==> src/rtl/uart_tx_feeder.sv <==
// Byte FIFO feeding a UART transmitter through a request/busy handshake.
// A request that the transmitter never acknowledges with busy is re-issued after RETRY_CYC cycles.
module uart_tx_feeder #(
    parameter int unsigned DEPTH     = 8,
    parameter int unsigned RETRY_CYC = 4
) (
    input  logic                     clk,
    input  logic                     rst_n,
    input  logic [7:0]               wr_data,
    input  logic                     wr_en,
    input  logic                     clr_ovf,
    input  logic                     tx_busy,
    output logic                     tx_req,
    output logic [7:0]               tx_data,
    output logic                     full,
    output logic                     empty,
    output logic [$clog2(DEPTH):0]   level,
    output logic                     overflow
);

    localparam int unsigned AW = $clog2(DEPTH);
    localparam int unsigned CW = (RETRY_CYC > 1) ? $clog2(RETRY_CYC) : 1;

    typedef enum logic [1:0] {S_IDLE, S_REQ, S_WAITB, S_WAITD} state_e;

    state_e        state_q, state_d;
    logic [CW-1:0] retry_q, retry_d;
    logic [7:0]    mem_q [DEPTH];
    logic [AW-1:0] wr_ptr_q, rd_ptr_q;
    logic [AW:0]   level_q, level_d;
    logic          overflow_q, overflow_d;
    logic [7:0]    tx_data_q;
    logic          tx_req_q;
    logic          pop, push, drop;

    assign full     = (level_q == (AW+1)'(DEPTH));
    assign empty    = (level_q == '0);
    assign level    = level_q;
    assign overflow = overflow_q;
    assign tx_req   = tx_req_q;
    assign tx_data  = tx_data_q;

    always_comb begin
        state_d = state_q;
        retry_d = retry_q;
        pop     = 1'b0;
        unique case (state_q)
            S_IDLE: begin
                if (!empty && !tx_busy) begin
                    pop     = 1'b1;
                    state_d = S_REQ;
                end
            end
            S_REQ: begin
                state_d = S_WAITB;
                retry_d = '0;
            end
            S_WAITB: begin
                if (tx_busy) begin
                    state_d = S_WAITD;
                end else if (retry_q == CW'(RETRY_CYC - 1)) begin
                    // Transmitter never took the byte: pulse again with the same data.
                    state_d = S_REQ;
                end else begin
                    retry_d = retry_q + 1'b1;
                end
            end
            S_WAITD: begin
                if (!tx_busy) state_d = S_IDLE;
            end
            default: state_d = S_IDLE;
        endcase
    end

    // A write while full is only accepted if the head leaves in the same cycle.
    always_comb begin
        push       = wr_en && (!full || pop);
        drop       = wr_en && full && !pop;
        level_d    = level_q;
        overflow_d = overflow_q;
        if (push && !pop) begin
            level_d = level_q + 1'b1;
        end else if (pop && !push) begin
            level_d = level_q - 1'b1;
        end
        if (drop) begin
            overflow_d = 1'b1;
        end else if (clr_ovf) begin
            overflow_d = 1'b0;
        end
    end

    always_ff @(posedge clk) begin
        if (!rst_n) begin
            state_q    <= S_IDLE;
            retry_q    <= '0;
            wr_ptr_q   <= '0;
            rd_ptr_q   <= '0;
            level_q    <= '0;
            overflow_q <= 1'b0;
            tx_data_q  <= 8'h00;
            tx_req_q   <= 1'b0;
        end else begin
            state_q    <= state_d;
            retry_q    <= retry_d;
            level_q    <= level_d;
            overflow_q <= overflow_d;
            tx_req_q   <= (state_d == S_REQ);
            if (push) wr_ptr_q <= wr_ptr_q + 1'b1;
            if (pop) begin
                rd_ptr_q  <= rd_ptr_q + 1'b1;
                tx_data_q <= mem_q[rd_ptr_q];
            end
        end
    end

    always_ff @(posedge clk) begin
        if (rst_n && push) mem_q[wr_ptr_q] <= wr_data;
    end

endmodule

==> config.mk <==
export PLATFORM = sky130hd
export DESIGN_NAME = uart_tx_feeder
export DESIGN_NICKNAME = d
export VERILOG_FILES = /design/src/rtl/uart_tx_feeder.sv
export SDC_FILE = /design/constraint.sdc
export NUM_CORES = 1
export LEC_CHECK = 0
export BUFFER_PORTS_ARGS = -buffer_cell sky130_fd_sc_hd__buf_4
export CAP_MARGIN = 10
export CORE_ASPECT_RATIO = 0.9
export CORE_MARGIN = 2
export CORE_UTILIZATION = 53
export DETAILED_ROUTE_END_ITERATION = 12
export MAX_ROUTING_LAYER = met4
export PLACE_DENSITY = 0.75
export SLEW_MARGIN = 20
export SYNTH_ARGS = -nofsm -noshare
export SYNTH_HDL_FRONTEND = slang
export SYNTH_SLANG_ARGS = --single-unit
==> constraint.sdc <==
create_clock -name clk -period 2.5 [get_ports clk]
set_clock_uncertainty 0.1 [all_clocks]
set_input_delay 0.375 -clock clk [delete_from_list [all_inputs] [get_ports clk]]
set_output_delay 0.375 -clock clk [all_outputs]
set_load 0.005 [all_outputs]
Yosys cells after proc, flatten, opt, wreduce, memory -nomap -nowiden
Memory sizes are Yosys's and may differ from the RTL's. A register that Yosys moved wholly into a read port is not among the register bits.
Cells that the tools add are included.
{ "op_classes": {"multipliers": 0, "bitwise": 0, "div": 0, "add_sub_neg": 5, "muxes": 16, "shift": 0, "reduce_logical": 20, "n_lt_le_gt_ge": 0, "n_eq_ne": 8} }
{ "ops": {"columns": ["op", "count"], "rows": [
  ["$mux 2", 6],
  ["$mux 4", 2],
  ["$pmux 2 s4", 1],
  ["$logic_and 1x1->1", 7],
  ["$add 3x1->3 const B", 2],
  ["$eq 2x2->1 const B", 3],
  ["$logic_not 1->1", 6],
  ["$mux 1", 6],
  ["$reduce_bool 2->1", 3],
  ["$add 4x1->4 const B", 1],
  ["$eq 2x1->1 const B", 2],
  ["$eq 4x4->1 const B", 1],
  ["$logic_not 4->1", 1],
  ["$ne 2x2->1 const B", 2],
  ["$pmux 2 s2", 1],
  ["$sub 4x1->4 const B", 1],
  ["$reduce_and 3->1", 1],
  ["$add 2x1->2 const B", 1],
  ["$logic_not 2->1", 1],
  ["$logic_or 1x1->1", 1]
]} }
{ "totals": {"inputBits": 13, "out_inout_bits": 16, "wordCells": 57, "register_bits": 16, "mem_bits_ro": 0, "latch_bits": 0, "ramBits": 64, "mem_count": 1} }
{ "mem_list": {"columns": ["memory", "words", "word_bits", "read_ports", "rd_ports_with_merged_regs", "wr", "line_no", "rtl"], "rows": [
  ["mem_q", 8, 8, 1, 1, 1, "28", "logic [7:0] mem_q [DEPTH];"]
]} }

Logic depth before layout (Yosys ltp)
Gate-level depths: netlist (run 1).
{ "depth": {"ltp_word": 11, "depth_mapped": 11, "ltp_nobuf": 10} }

Worst setup path after synthesis (run 1)
Ideal clock, no wire load.
{ "synth_timing": {"path_kind": "register -> register", "startpoint": "register level_q[0], in the netlist level[0]", "endpoint": "register level_q[3], in the netlist level[3]", "t_required_ns": 2.328, "t_arrival_ns": 2.420, "setup_time_ns": 0.072, "path_buffers": 0, "stages_incl_launch_ff": 11, "synth_period_minus_slack_ns": 2.591, "path_slack_ns": -0.091, "path_cell_list": "dfxtp_1 > or4b_4 > o21ai_4 > inv_1 > ha_1 > inv_1 > ha_1 > a21oi_1 > a211oi_1 > a31oi_1 > mux2i_1"} }
{ "synth_via": {"elab_chain_len": 10, "elab_cells_between_ends": 18, "classes_between": "add/sub (2); eq/ne (1); mux (4); reduce/logical (11)"} }
{ "synth_lines": {"columns": ["item", "line_no", "rtl"], "rows": [
  ["from (decl)", "30", "logic [AW:0] level_q, level_d;"],
  ["from (signal assigned)", "106", "level_q <= level_d;"],
  ["$logic_not 4->1", "37", "assign empty = (level_q == '0);"],
  ["$logic_not 1->1", "49", "if (!empty && !tx_busy) begin"],
  ["$logic_and 1x1->1", "49", null],
  ["$mux 1", "49", null],
  ["$mux 1", "47", "unique case (state_q)"],
  ["$logic_or 1x1->1", "77", "push = wr_en && (!full || pop);"],
  ["$logic_and 1x1->1", "77", null],
  ["$logic_not 1->1", "83", "end else if (pop && !push) begin"],
  ["$logic_and 1x1->1", "83", null],
  ["$reduce_bool 2->1 (no line)", null, null]
]} }
Several ways; a longest one is shown, not always the timed one. The select of a mux whose other input is x is not followed.
A chain may end at the register's enable or synchronous reset.

Final worst setup path (run 1)
{ "layout_timing": {"startpoint": "register level_q[1], in the netlist level[1]", "endpoint": "register level_q[3], in the netlist level[3]"} }
The elaborated chain is that of the path after synthesis.

==> metrics.yaml, run 1 <==
outcome:
  status: "completed"
hold_path:
  hold_path_class: "in -> reg"
  min_path_cells: 1
  hold_path_startpoint: "wr_data[3]"
  holdPathEnd: "mem_q[6][3]"
floorplanning:
  die_x_um: 90.6
  pin_count: 29
  die_y_um: 81.9
  start_util: 0.546
  rows: 28
  die_area_um2: 7420
  core_um2: 6550
power:
  vdd_drop_max_uv: 373
  power_density_nw_per_um2: 962
  p_leak_nw: 1.48
clocking:
  post_cts_buffers: 0
  clockRootBuffer: "clkbuf_8"
  clk_pin_slew_ns: 0.09
  cts_max_path_buffers: 2
  htreeDepth: 3
  numCtsBuffers: 9
  holdBufCountCts: 0
  cts_sinks: 88
  cts_tree: "yes"
  clock_latency_ns: 0.34
route:
  viasPerCell: 5.46
  ant_nets: 0
  routedWlPerCell_um: 16.8
  first_iter_violations: 116
  drc: 0
  firstDrtPassIters: 4
  vias: 2020
  wirelength_mm: 6.21
synth:
  ys_warn_count: 0
  synth_top_area_share: 0.538
  synth_area_leaders: "edfxtp_1 (54%), dfxtp_1 (13%), mux4_2 (10%)"
  seq_area_frac_synth: 0.672
  yosys.cell_types.count: 40
  syn_nets: 253
  syn_avg_cell_area_um2: 15.3
  ys_ff_latch: 88
  synth_top_cell_by_area: "edfxtp_1"
  synthCells: 233
  synth_area_um2: 3570
setup_path:
  reg2reg_setup_slack_ns: 0.11
  cpMaxStageDelayCell: "or4b_4"
  cp.depth: 10
  ff2ff_path_depth: 10
  r2r-end: "level[3]"
  worst-path-max-fanout: 4
  path_class: "reg -> reg"
  cp-start-kind: "flop"
  path_cells: "or4b_4 > o21ai_4 > inv_2 > ha_4 > inv_4 > ha_4 > a21oi_2 > a211oi_1 > a31oi_1 > mux2i_1"
  path_delay_family: "compound AO/OA/AOI/OAI gates"
  cp.required_ns: 2.67
  cp.buffers_inverters: 2
  end_kind: "flop"
  crit_top_cell: "ha_4"
  cpPeakStageDelay_ns: 0.58
  rr_startpoint: "level[1]"
  arrival_ns: 2.56
cells_and_area:
  final_common_cell: "edfxtp_1"
  postLayoutCoreUtil: 0.644
  nFillCells: 489
  diodes: 0
  drive_above_1_share: 0.311
  area_delta_synth_final_pct: 18.1
  mostFrequentLayoutCells: "edfxtp_1 (64), buf_4 (43), nand2_1 (25), dfxtp_1 (23), mux4_2 (16)"
  nets: 296
placement:
  gp_congestion: 0.765
  hpwl_mm: 4.03
  portBuffers: 28
global_route:
  grt_max_degree: 28
  grt-ovfl-total: 0
  grt_pass1_vias: 1833
  antenna_found_initial: 0
  track_usage: 0.184
  grt_pass1_wl_mm: 9.63
timing:
  finalSetupViolCount: 0
  rsz0062_at_grt: "no"
  fin_crit_sh: 0.956
  max_freq_ghz: 0.419
  final_hold_viol_count: 0
  worstMarginPinSlew_ns: 0.813
  finalMaxSlewViolations: 0
  slew-limit-headroom: 0.456
  period_minus_slack_ns: 2.39
  tns_ns: 0
flow_run:
  cap_violations: 0
final cells by class:
| cell class | count | area, um^2 | share of cell area |
|---|---|---|---|
| sequential | 88 | 2400 | 0.569 |
| multi-input combinational | 127 | 1110 | 0.262 |
| timing repair buffer | 43 | 323 | 0.0765 |
| clock buffer | 9 | 124 | 0.0293 |
| clock inverter | 6 | 118 | 0.0279 |
| tap | 90 | 113 | 0.0267 |
| inverter | 7 | 33.8 | 0.00800 |
per-layer routing:
layer / GRT usage / wire [um] / up-vias
li1: - / - / 971
met5: - / 0 / -
met1: 0.270 / 3030 / 991
met3: 0.0330 / 263 / 8
met2: 0.243 / 2820 / 50
met4: 0.0985 / 102 / 0
sequential cells by signal, summed over array words and instances (netlist names):
| signal | cells |
|---|---|
| mem_q | 64 |
| rd_ptr_q | 3 |
| level | 4 |
| wr_ptr_q | 3 |
| overflow | 1 |
| tx_req | 1 |
| tx_data | 8 |
| state_q | 2 |
| retry_q | 2 |
per-stage QoR:
step	power [mW]	hold WS, ns	setup slack (ns)	cell area, um^2	instances
after global routing	4.27	0.151	0.0225	4220	370
after global placement	2.89	0.396	0.0862	3960	355
after floorplan	2.57	0.374	0.00764	3590	233
final	4.06	0.162	0.111	4220	370
after CTS	4.07	0.150	0.0199	4210	370
after detailed placement	2.91	0.409	0.0160	3960	355
synthesized netlist by cell type:
| cell type | instances |
|---|---|
| edfxtp_1 | 64 |
| nand2_1 | 25 |
| dfxtp_1 | 24 |
| mux4_2 | 16 |
| o21ai_0 | 12 |
| a31oi_1 | 9 |
| and2_1 | 9 |
| ha_1 | 6 |
| inv_1 | 6 |
| xnor2_1 | 6 |
| clkbuf_1 | 5 |
| nor2_1 | 5 |
| nor2b_1 | 5 |
| a21oi_1 | 4 |
| nor3_1 | 4 |
| nand3_1 | 3 |
| a21boi_0 | 2 |
| buf_2 | 2 |
| buf_6 | 2 |
| mux2i_1 | 2 |
| nor4_1 | 2 |
| o311ai_0 | 2 |
| a211oi_1 | 1 |
| a21boi_1 | 1 |
| and2_4 | 1 |
| buf_1 | 1 |
| buf_4 | 1 |
| clkinv_4 | 1 |
| fa_1 | 1 |
| nand2b_1 | 1 |
| nor3_4 | 1 |
| nor4b_1 | 1 |
| nor4bb_1 | 1 |
| o211ai_1 | 1 |
| o21ai_1 | 1 |
| o21ai_4 | 1 |
| or3_1 | 1 |
| or3b_2 | 1 |
| or4_4 | 1 |
| or4b_4 | 1 |
worst reg2reg max path, delay by kind of cell (launching register included):
family          cells  cell delay, ns
mux                 1            0.19
buf+inv             2            0.14
simple gates        1            0.58
fa+ha+maj           2            0.38
compound gates      4            0.61
flops               1            0.33
power by group:
part,internal (mW),switching [mW]
combinational,0.598,0.500
clock,0.667,0.496
sequential,1.71,0.0915
total,2.97,1.09
logic make-up (layout without fill, tap and decap cells):
group                      count (synthesis)  count (layout)  share of synthesized area
DFF                                       88              88                      0.672
and+or+nand+nor                           62              62                     0.0945
AOI/OAI and AO/OA                         34              34                     0.0595
muxes                                     18              18                      0.106
buffers and inverters                     18              65                     0.0263
adders and majority gates                  7               7                     0.0266
xor gates and xnor gates                   6               6                     0.0147
worst max-delay path by stage:
stage	start	endpoint	slack, ns
finish	level[1]	level[3]	0.11
global route	level[1]	level[3]	0.02
CTS	level[2]	level[3]	0.02
detailed placement	level[3]	level[3]	0.02
global placement	level[3]	level[3]	0.09
floorplan	level[2]	level[3]	0.008
timing repair:
item | CTS | global route
endpoints found under the setup margin | 1 | 2
gates resized for setup | 1 | 4
pin swaps | 0 | 1
hold endpoints to repair | 0 | 0
No activity file was read; power rests on OpenSTA's default activity.
==> run 2: changes to the inputs <==
--- a/config.mk
+++ b/config.mk
@@ -9,10 +9,10 @@
 export CAP_MARGIN = 10
 export CORE_ASPECT_RATIO = 0.9
 export CORE_MARGIN = 2
-export CORE_UTILIZATION = 53
+export CORE_UTILIZATION = 35
 export DETAILED_ROUTE_END_ITERATION = 12
 export MAX_ROUTING_LAYER = met4
-export PLACE_DENSITY = 0.75
+export PLACE_DENSITY = 0.62
 export SLEW_MARGIN = 20
 export SYNTH_ARGS = -nofsm -noshare
 export SYNTH_HDL_FRONTEND = slang
==> run 2 against run 1 <==
Core utilization decreased by 20 points. Critical path type unchanged. Global-route usage decreased by 4.7 points. Clock power increased by 14%. Fmax about the same.
==> metrics.yaml, run 2 (synthesis results as in run 1) <==
placement:
  portBuffers: 28
  hpwl_mm: 4.33
  gp_congestion: 0.758
cells_and_area:
  nets: 298
  regMostFlops: "mem_q"
  final_common_cell: "edfxtp_1"
  diodes: 0
  drive_above_1_share: 0.336
  area_delta_synth_final_pct: 22.3
  largest_reg_flops: 64
  nFillCells: 879
  mostFrequentLayoutCells: "edfxtp_1 (64), buf_4 (45), nand2_1 (25), dfxtp_1 (22), mux4_2 (16)"
clocking:
  holdBufCountCts: 0
  clock_latency_ns: 0.33
  htreeDepth: 3
  clockRootBuffer: "clkbuf_16"
  cts_tree: "yes"
  cts_sinks: 88
  cts_max_path_buffers: 2
  numCtsBuffers: 9
  clk_pin_slew_ns: 0.07
route:
  viasPerCell: 4.96
  vias: 2030
  routedWlPerCell_um: 17.1
  wirelength_mm: 6.98
  first_iter_violations: 138
  firstDrtPassIters: 4
  ant_nets: 0
  drc: 0
floorplanning:
  pin_count: 29
  die_x_um: 111
  start_util: 0.365
  core_um2: 9780
  die_y_um: 99.9
  rows: 34
  die_area_um2: 11000
setup_path:
  cp.required_ns: 2.63
  worst-path-max-fanout: 4
  path_class: "reg -> reg"
  end_kind: "flop"
  arrival_ns: 2.52
  cp-start-kind: "flop"
global_route:
  track_usage: 0.137
  grt_max_degree: 27
  grt_pass1_wl_mm: 11.0
  grt_pass1_vias: 2020
  antenna_found_initial: 0
  grt-ovfl-total: 0
timing:
  finalMaxSlewViolations: 0
  rsz0062_at_grt: "no"
  tns_ns: 0
  fin_crit_sh: 0.956
  worstMarginPinSlew_ns: 0.958
  max_freq_ghz: 0.419
  slew-limit-headroom: 0.359
  finalSetupViolCount: 0
  final_hold_viol_count: 0
  period_minus_slack_ns: 2.39
power:
  p_leak_nw: 1.52
  p_total_mw: 4.30
  power_density_nw_per_um2: 984
  vdd_drop_max_uv: 401
outcome:
  status: "completed"
hold_path:
  hold_path_class: "in -> reg"
flow_run:
  cap_violations: 0
==> run 2: changes by cell type in the layout (fill, tap and decap cells not counted), moves of 2 or more <==
cell       previous run  this run
clkbuf_16             0         9
bufinv_16             3         1
buf_4                43        45
clkbuf_8              9         0
==> run 2: worst paths after layout <==
path / start / to / slack (ns) / cells past startpoint
worst max-delay path: level[2] / level[2] / 0.11 / 11
worst min-delay path: wr_data[4] / mem_q[4][4] / 0.18 / 1
worst min register to register: level[3] / level[3] / 0.39 / 2
worst max register to register: level[2] / level[2] / 0.11 / 11
==> run 2: report_power, final <==
group	leakage (nW)	total (mW)	switching, mW	internal, mW
clock	0.139	1.32	0.546	0.774
sequential	0.776	1.81	0.0982	1.71
combinational	0.602	1.17	0.537	0.636
==> run 2: timing repair <==
| item | CTS | global route |
|---|---|---|
| pin swaps | 0 | 4 |
| setup buffers | 0 | 1 |
| endpoints found under the hold margin | 0 | 0 |
| endpoints found under the setup margin | 1 | 1 |
| gates resized for setup | 1 | 12 |
==> run 2: area by class of cell <==
class                           count  area (um^2)  area share
Clock inverter                      7         71.3      0.0163
Tap cell                          126          158      0.0361
Clock buffer                        9          225      0.0515
Timing Repair Buffer               45          338      0.0773
Inverter                            7         33.8     0.00773
Sequential cell                    88         2400       0.550
Multi-Input combinational cell    127         1140       0.261
==> run 2: critical path, stage by stage (launching register included) <==
cell	delay (ns)
dfxtp_1	0.31
buf_4	0.15
or4_4	0.43
and2_4	0.17
clkinv_4	0.06
ha_4	0.14
inv_4	0.05
buf_4	0.13
fa_2	0.36
xnor2_2	0.16
o21ai_1	0.08
and2_1	0.15
==> run 2: layer usage <==
| layer | vias up | global-route usage | routed length [um] |
|---|---|---|---|
| met1 | 999 | 0.174 | 3100 |
| met5 | - | - | 0 |
| li1 | 976 | - | - |
| met4 | 0 | 0.0260 | 29 |
| met2 | 53 | 0.223 | 3460 |
| met3 | 2 | 0.0399 | 394 |
==> run 2: metrics by stage <==
| stage | util | cells | setup slack (ns) | area (um^2) | hold WS [ns] |
|---|---|---|---|---|---|
| floorplan | - | 233 | 0.00764 | 3590 | 0.374 |
| global placement | 0.410 | 392 | 0.0857 | 4020 | 0.401 |
| detailed placement | 0.410 | 392 | 0.0236 | 4020 | 0.402 |
| CTS | 0.441 | 408 | 0.0122 | 4310 | 0.172 |
| global route | 0.447 | 409 | 0.00358 | 4370 | 0.170 |
| finish | 0.447 | 409 | 0.111 | 4370 | 0.181 |
==> run 3: changes to the inputs <==
--- a/config.mk
+++ b/config.mk
@@ -5,13 +5,12 @@
 export SDC_FILE = /design/constraint.sdc
 export NUM_CORES = 1
 export LEC_CHECK = 0
-export BUFFER_PORTS_ARGS = -buffer_cell sky130_fd_sc_hd__buf_4
+export BUFFER_PORTS_ARGS = -buffer_cell sky130_fd_sc_hd__buf_2
 export CAP_MARGIN = 10
 export CORE_ASPECT_RATIO = 0.9
 export CORE_MARGIN = 2
 export CORE_UTILIZATION = 35
 export DETAILED_ROUTE_END_ITERATION = 12
-export MAX_ROUTING_LAYER = met4
 export PLACE_DENSITY = 0.62
 export SLEW_MARGIN = 20
 export SYNTH_ARGS = -nofsm -noshare
==> run 3 against run 2 <==
Count of clock-buffer cells in the layout unchanged. Worst setup slack got worse by 0.021 ns. Highest routed layer unchanged. First-iteration DRC count is the same. Worst hold slack improved by 0.032 ns. Global-route usage down 0.38 points. Core utilization down 0.40 points. Largest cell class unchanged. Register-to-register slack got worse by 0.02 ns. Largest power group unchanged. Sequential power hardly changed. Critical path depth fell by 1. Fmax fell by 0.88%. Non-clock buffer count up 2. Via count about the same.
==> metrics.yaml, run 3 (synthesis results as in run 1) <==
placement:
  place_inst: 395
  preCtsSetupSlack_ns: 0.0294
  portBuffers: 28
  gp_congestion: 0.746
  hpwl_mm: 4.48
cells_and_area:
  nFillCells: 893
  regMostFlops: "mem_q"
  diodes: 0
  finalNonFillerCells: 411
  multiInputGateArea_um2: 1140
  nets: 300
  largest_reg_flops: 64
  final_common_cell: "edfxtp_1"
  area_delta_synth_final_pct: 21.2
  seqCellArea_um2: 2400
  mostFrequentLayoutCells: "edfxtp_1 (64), buf_2 (28), nand2_1 (25), dfxtp_1 (23), buf_4 (18)"
  drive_above_1_share: 0.333
timing:
  slew-limit-headroom: 0.354
  finalSetupViolCount: 0
  finalMaxSlewViolations: 0
  whs_ns: 0.212
  period_minus_slack_ns: 2.41
  fin_crit_sh: 0.964
  max_freq_ghz: 0.415
  tns_ns: 0
  worstMarginPinSlew_ns: 0.966
  final_hold_viol_count: 0
  setup_ws_ns: 0.0894
setup_path:
  arrival_ns: 2.58
  end_kind: "flop"
  worst-path-max-fanout: 4
  path_class: "reg -> reg"
  cp.required_ns: 2.67
  cp-startpoint: "level[0]"
  rr_startpoint: "level[0]"
  cp-start-kind: "flop"
clocking:
  holdBufCountCts: 0
  cts_max_path_buffers: 2
  htreeDepth: 3
  clockRootBuffer: "clkbuf_16"
  clk_pin_slew_ns: 0.06
  cts_tree: "yes"
  cts_sinks: 88
  clock_latency_ns: 0.34
  numCtsBuffers: 9
floorplanning:
  core_um2: 9780
  rows: 34
  die_area_um2: 11000
  start_util: 0.365
  pin_count: 29
  die_x_um: 111
  die_y_um: 99.9
power:
  p_leak_nw: 1.52
  vdd_drop_max_uv: 320
  power_density_nw_per_um2: 984
route:
  routedWlPerCell_um: 17.0
  ant_nets: 0
  firstDrtPassIters: 4
  first_iter_violations: 138
  vias: 2029
  viasPerCell: 4.94
  wirelength_mm: 7.00
  drc: 0
hold_path:
  hold_path_class: "in -> reg"
  hold_path_startpoint: "wr_data[1]"
outcome:
  status: "completed"
global_route:
  grt_max_degree: 20
  grt_pass1_wl_mm: 11.0
  grt-ovfl-total: 0
  track_usage: 0.133
  grt_pass1_vias: 2056
  antenna_found_initial: 0
flow_run:
  cap_violations: 0
## run 3: repair_timing
action / CTS / global route
endpoints found under the setup margin: 0 / 1
buffers inserted: 0 / 0
resized for setup: 0 / 8
## run 3: area by class of cell
| type | instances | area share |
|---|---|---|
| clock inverter | 7 | 0.0185 |
| multi-input combinational | 127 | 0.262 |
| inverter | 7 | 0.00780 |
| sequential | 88 | 0.555 |
| timing repair buffer | 47 | 0.0681 |
| tap | 126 | 0.0364 |
| clock buffer | 9 | 0.0520 |
## run 3: layer usage
layer	up-vias	track usage	share of wire
li1	979	-	-
met1	1004	0.164	0.45
met2	33	0.223	0.49
met3	13	0.0429	0.043
met4	0	0.0490	0.018
met5	-	0	0
## run 3: worst max-delay path: stages (launching register included)
cell      delay (ns)
dfxtp_1         0.33
or4b_4          0.58
o21ai_4         0.16
inv_2           0.07
ha_4            0.17
inv_4           0.08
ha_4            0.22
a21oi_4         0.16
a211oi_2        0.09
a31oi_1         0.19
mux2i_1         0.19
## run 3: path summary, 6_finish.rpt
path | endpoint | slack (ns) | depth (start not counted)
worst min-delay path | mem_q[4][1] | 0.21 | 1
worst max register to register | level[3] | 0.09 | 10
worst min register to register | level[3] | 0.38 | 2
worst max-delay path | level[3] | 0.09 | 10
## run 3: power breakdown
part / total (mW) / switching (mW) / internal (mW)
Sequential: 1.83 / 0.125 / 1.71
Combinational: 1.08 / 0.499 / 0.577
Clock: 1.35 / 0.568 / 0.786
## run 3: stage by stage
stage,total power [mW],instance area (um^2),util
detailed placement,2.90,3990,0.408
CTS,4.27,4300,0.439
finish,4.26,4330,0.443
global route,4.49,4330,0.443
floorplan,2.57,3590,-
global placement,2.88,3990,0.408
